===== config.mk =====
export PLATFORM = sky130hd
export DESIGN_NAME = if_fetch_ctrl
export DESIGN_NICKNAME = d
export VERILOG_FILES = /design/src/rtl/cpu_pkg.sv /design/src/rtl/if_id_reg.sv /design/src/rtl/if_fetch_ctrl.sv
export SDC_FILE = /design/constraint.sdc
export NUM_CORES = 1
export LEC_CHECK = 0
export BUFFER_PORTS_ARGS = -buffer_cell sky130_fd_sc_hd__buf_2
export CAP_MARGIN = 20
export CORE_MARGIN = 2
export CORE_UTILIZATION = 30
export CTS_CLUSTER_DIAMETER = 30
export DETAILED_ROUTE_END_ITERATION = 7
export PLACE_DENSITY = 0.64
export SYNTH_ARGS = -nofsm -noshare
export SYNTH_HDL_FRONTEND = slang
export SYNTH_HIERARCHICAL = 1
export SYNTH_SLANG_ARGS = --single-unit
export TNS_END_PERCENT = 20

===== constraint.sdc =====
create_clock -name clk -period 1.7 [get_ports clk]
set_input_delay 0 -clock clk [delete_from_list [all_inputs] [get_ports clk]]
set_output_delay 0 -clock clk [all_outputs]
set_load 0.01 [all_outputs]

===== src/rtl/cpu_pkg.sv =====
// rtl/cpu_pkg.sv - shared pipeline types and constants for the MIPS core
package cpu_pkg;

  localparam int WORD_W = 32;

  localparam logic [WORD_W-1:0] RESET_PC_DEF  = 32'h0000_3000;
  localparam logic [WORD_W-1:0] NOP_INSTR_DEF = 32'h0000_0000;

  typedef enum logic [1:0] {
    FETCH = 2'd0,
    HOLD  = 2'd1,
    KILL  = 2'd2
  } fetch_state_t;

endpackage


===== src/rtl/if_id_reg.sv =====
// rtl/if_id_reg.sv - pipeline register with load/bubble/hold controls
// load has priority over bubble; neither asserted means hold.
module if_id_reg
  import cpu_pkg::*;
#(
  parameter logic [WORD_W-1:0] NOP_INSTR = NOP_INSTR_DEF
) (
  input  logic              clk,
  input  logic              rst,
  input  logic              load,
  input  logic              bubble,
  input  logic [WORD_W-1:0] pc_d,
  input  logic [WORD_W-1:0] instr_d,
  input  logic              valid_d,
  output logic [WORD_W-1:0] pc_q,
  output logic [WORD_W-1:0] instr_q,
  output logic              valid_q
);

  always_ff @(posedge clk) begin
    if (rst) begin
      pc_q    <= '0;
      instr_q <= NOP_INSTR;
      valid_q <= 1'b0;
    end else if (load) begin
      pc_q    <= pc_d;
      instr_q <= instr_d;
      valid_q <= valid_d;
    end else if (bubble) begin
      instr_q <= NOP_INSTR;
      valid_q <= 1'b0;
    end
  end

endmodule


===== src/rtl/if_fetch_ctrl.sv =====
// rtl/if_fetch_ctrl.sv - fetch-stage controller: PC, imem handshake, IF/ID load
// FETCH_PERF_CNT_EN enables the bubble/flush performance counters.
module if_fetch_ctrl
  import cpu_pkg::*;
#(
  parameter logic [WORD_W-1:0] RESET_PC  = RESET_PC_DEF,
  parameter logic [WORD_W-1:0] NOP_INSTR = NOP_INSTR_DEF
) (
  input  logic              clk,
  input  logic              rst,
  input  logic [WORD_W-1:0] newPC,
  input  logic              Flush,
  input  logic              Stall,
  output logic [WORD_W-1:0] oldPC,
  output logic              imem_req,
  output logic [WORD_W-1:0] imem_addr,
  input  logic              imem_ready,
  input  logic [WORD_W-1:0] imem_rdata,
  output logic [WORD_W-1:0] PC_ID,
  output logic [WORD_W-1:0] Instr_ID,
  output logic              Valid_ID,
  output logic [31:0]       bubble_cnt,
  output logic [31:0]       flush_cnt
);

  fetch_state_t      state;
  logic [WORD_W-1:0] redirect;
  logic [WORD_W-1:0] skid;

  logic              id_load;
  logic              id_bubble;
  logic [WORD_W-1:0] id_instr;
  logic              id_valid;
  logic              flush_ok;

  assign flush_ok  = !Stall && Flush;
  assign imem_req  = (state != HOLD);
  assign imem_addr = oldPC;

  always_comb begin
    id_load   = 1'b0;
    id_bubble = 1'b0;
    id_instr  = NOP_INSTR;
    id_valid  = 1'b0;
    if (!Stall) begin
      case (state)
        FETCH: begin
          if (imem_ready) begin
            id_load  = 1'b1;
            id_instr = Flush ? NOP_INSTR : imem_rdata;
            id_valid = !Flush;
          end else begin
            id_bubble = 1'b1;
          end
        end
        HOLD: begin
          if (Flush) begin
            id_bubble = 1'b1;
          end else begin
            id_load  = 1'b1;
            id_instr = skid;
            id_valid = 1'b1;
          end
        end
        KILL:    id_bubble = 1'b1;
        default: id_bubble = 1'b1;
      endcase
    end
  end

  // The KILL drain completes on imem_ready even under Stall: the stale
  // response is dropped and the request must not be reissued.
  always_ff @(posedge clk) begin
    if (rst) begin
      state    <= FETCH;
      oldPC    <= RESET_PC;
      redirect <= '0;
      skid     <= '0;
    end else begin
      case (state)
        FETCH: begin
          if (!Stall) begin
            if (imem_ready) begin
              oldPC <= newPC;
            end else if (Flush) begin
              redirect <= newPC;
              state    <= KILL;
            end
          end else if (imem_ready) begin
            skid  <= imem_rdata;
            state <= HOLD;
          end
        end
        HOLD: begin
          if (!Stall) begin
            oldPC <= newPC;
            state <= FETCH;
          end
        end
        KILL: begin
          if (flush_ok) redirect <= newPC;
          if (imem_ready) begin
            oldPC <= flush_ok ? newPC : redirect;
            state <= FETCH;
          end
        end
        default: state <= FETCH;
      endcase
    end
  end

  if_id_reg #(.NOP_INSTR(NOP_INSTR)) u_if_id (
    .clk     (clk),
    .rst     (rst),
    .load    (id_load),
    .bubble  (id_bubble),
    .pc_d    (oldPC),
    .instr_d (id_instr),
    .valid_d (id_valid),
    .pc_q    (PC_ID),
    .instr_q (Instr_ID),
    .valid_q (Valid_ID)
  );

`ifdef FETCH_PERF_CNT_EN
  logic starved;
  assign starved = !Stall && ((state == FETCH && !imem_ready) || state == KILL);

  always_ff @(posedge clk) begin
    if (rst) begin
      bubble_cnt <= '0;
      flush_cnt  <= '0;
    end else begin
      if (starved)  bubble_cnt <= bubble_cnt + 32'd1;
      if (flush_ok) flush_cnt  <= flush_cnt + 32'd1;
    end
  end
`else
  assign bubble_cnt = '0;
  assign flush_cnt  = '0;
`endif

endmodule


==> report_table.html <==
<table>
<tr><th>Metric</th><th>Value</th></tr>
<tr><th colspan="2">Detailed routing</th></tr>
<tr><td>Residual DRC count</td><td>0</td></tr>
<tr><td>Routed met2 length</td><td>11200 um</td></tr>
<tr><td>Post-detailed-routing wire length</td><td>23600 um</td></tr>
<tr><td>Overall via count from detail_route</td><td>approximately 7200</td></tr>
<tr><td>Initial detailed-routing violation count</td><td>about 480</td></tr>
<tr><td>Detailed-routing iteration count for the pre-antenna-repair pass</td><td>6</td></tr>
<tr><td>Average wire per standard cell</td><td>15.9 um</td></tr>
<tr><td>Metal3 WL</td><td>1570 um</td></tr>
<tr><td>Average via count per standard cell</td><td>4.83</td></tr>
<tr><td>Total routed wire length on the met1 layer</td><td>10600 um</td></tr>
<tr><td>Top layer used by detailed routing</td><td>met5</td></tr>
<tr><td>Number of nets with antenna violations after detailed routing</td><td>0</td></tr>
<tr><th colspan="2">Worst setup path</th></tr>
<tr><td>CP max-delay cell</td><td>sky130_fd_sc_hd__dfxtp_1</td></tr>
<tr><td>Crit start category</td><td>register</td></tr>
<tr><td>Critical path start-end classification</td><td>register to register</td></tr>
<tr><td>Cell depth of the worst flop-to-flop path</td><td>6</td></tr>
<tr><td>Maximum fanout along the worst path</td><td>25</td></tr>
<tr><td>Critical register-to-register path startpoint</td><td>state[0]</td></tr>
<tr><td>Number of buffer and inverter stages on the critical path</td><td>1</td></tr>
<tr><td>Worst path top cell family by delay</td><td>simple AND/OR/NAND/NOR gates</td></tr>
<tr><td>Reg2Reg Setup Slack</td><td>90 ps</td></tr>
<tr><td>Levels on crit path</td><td>6</td></tr>
<tr><td>Data arrival time of the critical path</td><td>~1900 ps</td></tr>
<tr><td>Crit-path max cell delay</td><td>340 ps</td></tr>
<tr><td>Crit path cell chain</td><td>nand2b_1 &gt; a21oi_1 &gt; nor2_1 &gt; or2_2 &gt; buf_12 &gt; o32ai_1</td></tr>
<tr><td>Terminus of the critical flop-to-flop path</td><td>u_if_id/valid_q</td></tr>
<tr><td>Critical Path Sink Type</td><td>register</td></tr>
<tr><td>Required time reported for the critical path endpoint</td><td>just over 2000 ps</td></tr>
<tr><th colspan="2">Status</th></tr>
<tr><td>Status</td><td>finished, final reports clean</td></tr>
<tr><th colspan="2">Synthesis</th></tr>
<tr><td>Yosys warning count</td><td>6</td></tr>
<tr><td>Number of synthesized flops with an enable pin</td><td>0</td></tr>
<tr><td>Synth Area per Inst</td><td>8.87 um2</td></tr>
<tr><td>Top cells by area in the synthesized netlist</td><td>sky130_fd_sc_hd__dfxtp_1 40%, sky130_fd_sc_hd__buf_4 9.5%, sky130_fd_sc_hd__o32ai_2 5.9%, sky130_fd_sc_hd__a21oi_1 5.9%, sky130_fd_sc_hd__a311oi_2 5.1%</td></tr>
<tr><td>Area share of the largest cell type after synthesis</td><td>around two fifths</td></tr>
<tr><td>Netlist area before placement</td><td>8220 um2</td></tr>
<tr><td>Yosys cell types</td><td>40</td></tr>
<tr><td>Number of flip-flops and latches in the synthesized netlist</td><td>163</td></tr>
<tr><td>Portion of the post-synthesis area used by sequential elements</td><td>39.7%</td></tr>
<tr><td>Cells after Synth</td><td>926</td></tr>
<tr><td>Top flip-flop cell by instance count after synthesis</td><td>sky130_fd_sc_hd__dfxtp_1</td></tr>
<tr><td>Ys async rst share</td><td>0%</td></tr>
<tr><td>Post-synth top area cell</td><td>sky130_fd_sc_hd__dfxtp_1</td></tr>
<tr><th colspan="2">STA</th></tr>
<tr><td>Final clock period utilization by the worst path</td><td>94.5%</td></tr>
<tr><td>Peak clock frequency supported by timing</td><td>623 MHz</td></tr>
<tr><td>Final setup slack of the worst path</td><td>93.8 ps</td></tr>
<tr><td>Clock period minus final worst setup slack</td><td>1610 ps</td></tr>
<tr><td>Fin. Hold Viols</td><td>0</td></tr>
<tr><td>Pins over their slew limit</td><td>0</td></tr>
<tr><td>Unrepaired setup endpoints after global routing</td><td>no</td></tr>
<tr><td>Final worst clock skew</td><td>12.4 ps</td></tr>
<tr><td>Setup Viol. Count Final</td><td>0</td></tr>
<tr><th colspan="2">Global routing</th></tr>
<tr><td>Wire length of the first global-routing pass</td><td>36200 um</td></tr>
<tr><td>Antenna violations before repair</td><td>2</td></tr>
<tr><td>Sum of overflow across all layers after global routing</td><td>0</td></tr>
<tr><td>Total GRT Usage</td><td>between 15 and 20%</td></tr>
<tr><td>Maximum number of pins on one net before global-route repair</td><td>54</td></tr>
<tr><td>Vias in the first global route</td><td>6637</td></tr>
<tr><th colspan="2">Floorplanning</th></tr>
<tr><td>Core Region</td><td>27000 um2</td></tr>
<tr><td>Die W</td><td>169 um</td></tr>
<tr><td>Floorplan die height</td><td>between 150 and 200 um</td></tr>
<tr><td>Starting utilization of the core area</td><td>30.5%</td></tr>
<tr><td>Cell row count</td><td>60</td></tr>
<tr><td>Top-level port count</td><td>approximately 260</td></tr>
<tr><td>Overall die area</td><td>28700 um2</td></tr>
<tr><th colspan="2">Job</th></tr>
<tr><td>Count of max-cap constraint violations</td><td>0</td></tr>
<tr><th colspan="2">Placement</th></tr>
<tr><td>Gp weighted congestion</td><td>0.775</td></tr>
<tr><td>Half-perimeter wire length after detailed placement</td><td>15000 um</td></tr>
<tr><td>Port buffer count</td><td>198</td></tr>
<tr><td>Worst slack at placement</td><td>76.8 ps</td></tr>
<tr><th colspan="2">Min path</th></tr>
<tr><td>Destination of the worst hold path</td><td>state[0]</td></tr>
<tr><td>Hold Crit Depth</td><td>3</td></tr>
<tr><td>Path class of the lowest-slack min-delay path</td><td>primary input to register</td></tr>
<tr><td>Startpoint of the tightest hold check path</td><td>Stall</td></tr>
<tr><th colspan="2">Clock tree</th></tr>
<tr><td>Htree depth</td><td>4</td></tr>
<tr><td>Inserted Clock Buffers</td><td>17</td></tr>
<tr><td>Clock root cell</td><td>sky130_fd_sc_hd__clkbuf_16</td></tr>
<tr><td>Clock tree from TritonCTS</td><td>yes</td></tr>
<tr><td>Clock insertion delay at the later pin of the skew report</td><td>roughly 430 ps</td></tr>
<tr><td>Clock-pin slew on the worst setup and hold paths</td><td>about 70 ps</td></tr>
<tr><td>CTS Sinks</td><td>approximately 160</td></tr>
<tr><td>Maximum buffer depth of the clock tree</td><td>2</td></tr>
<tr><th colspan="2">Cells and area</th></tr>
<tr><td>Fraction of final layout cells sized beyond drive strength 1</td><td>32.0%</td></tr>
<tr><td>Post-layout nets</td><td>1200</td></tr>
<tr><td>Most common cell after layout, fill and taps aside</td><td>sky130_fd_sc_hd__buf_2</td></tr>
<tr><td>End-of-flow core utilization</td><td>38.9%</td></tr>
<tr><td>Layout-stage area growth over the synthesis result</td><td>27.6%</td></tr>
<tr><td>Commonest non-fill, non-tap cells in the layout</td><td>197 x sky130_fd_sc_hd__buf_2, 162 x sky130_fd_sc_hd__dfxtp_1, 97 x sky130_fd_sc_hd__nand2_1, 96 x sky130_fd_sc_hd__a21oi_1, 65 x sky130_fd_sc_hd__dlygate4sd3_1</td></tr>
<tr><td>Fillers</td><td>2654</td></tr>
<tr><th colspan="2">Pwr</th></tr>
<tr><td>Power per unit of standard cell area</td><td>889 nW/um2</td></tr>
<tr><td>Total power of the final layout</td><td>9310 uW</td></tr>
<tr><td>Peak supply drop</td><td>between 0.0004 and 0.0005 V</td></tr>
<tr><td>Pleak</td><td>0.00407 uW</td></tr>
</table>
[power breakdown]
part / leakage [uW] / total [uW] / switching, uW / internal [uW]
logic: 0.00249 / 1540 / 901 / 642
registers: 0.00133 / 4110 / 132 / 3980
clock network: 0.000257 / 3660 / 1720 / 1940
total: 0.00407 / 9310 / 2750 / 6560
[metal layers]
| metal | vias to the layer above | track usage, % |
|---|---|---|
| li1 | 3476 | - |
| met1 | 3402 | 21.1 |
| met2 | 292 | 25.9 |
| met3 | 19 | 3.59 |
| met4 | 2 | 4.38 |
| met5 | - | 0 |
[synthesized netlist by cell type, drive strengths merged (2+ instances only)]
cell	instances
inv	33
nor2	68
a22oi	32
clkbuf	23
a41oi	2
o32ai	32
or2	3
mux2i	33
a311oi	30
nand2	97
dfxtp	163
o21ai	64
nand3	64
and2b	2
buf	163
a211oi	2
or3b	2
a21oi	97
nor3b	2
nand2b	6
[worst max path at each step]
stage             start                   to  slack [ps]
2_1_floorplan  state[1]  u_if_id/instr_q[10]         -30
3_3_place_gp   state[1]     u_if_id/pc_q[16]          90
3_5_place_dp   state[1]     u_if_id/pc_q[21]          80
4_1_cts        state[1]     u_if_id/pc_q[24]          60
5_1_grt        state[0]  u_if_id/instr_q[30]          10
6_report       state[0]      u_if_id/valid_q          90
[repair_timing]
| item | CTS | global route |
|---|---|---|
| gates resized for setup | 0 | 4 |
| endpoints found under the setup margin | 0 | 21 |
| endpoints found under the hold margin | 109 | 0 |
| hold buffers | 65 | 0 |
| setup buffers | 0 | 1 |
[state kept, by name, indices dropped and copies added (netlist names)]
register,count
redirect,32
skid,32
u_if_id/pc_q,32
u_if_id/valid_q,1
u_if_id/instr_q,32
state,2
imem_addr,32
[worst min-delay path, stage by stage]
cell	delay (ps)
sky130_fd_sc_hd__buf_2	110
sky130_fd_sc_hd__buf_4	170
sky130_fd_sc_hd__and4b_1	180
[per-stage QoR]
stage | cell area (um2) | setup TNS (ps) | hold WS, ps | std cells
after floorplan | 8450 | -880 | 136 | 989
after CTS | 10400 | 0 | 55.8 | 1483
final | 10500 | 0 | 84.2 | 1488
after global placement | 9230 | 0 | 263 | 1386
after detailed placement | 9230 | 0 | 262 | 1386
after global routing | 10500 | 0 | 71.5 | 1486
[cell families after synthesis]
group	count (synthesis)	synth area share, %
AO/OA/AOI/OAI	259	25.3
buffers and inverters	219	16.8
flip-flops	163	39.7
multiplexers	33	4.07
other	1	0.0456
AND/OR/NAND/NOR	251	14.0
[layout make-up]
class | count | area, um2 | share of cell area [%]
multi-input combinational | 607 | 3870 | 36.9
inverter | 33 | 124 | 1.18
antenna | 3 | 7.51 | 0.0716
clock buffer | 20 | 447 | 4.26
clock inverter | 12 | 97.6 | 0.931
tap | 341 | 427 | 4.07
timing repair buffer | 309 | 2240 | 21.4
sequential | 163 | 3260 | 31.1
Power figures use the tool's default switching activity.
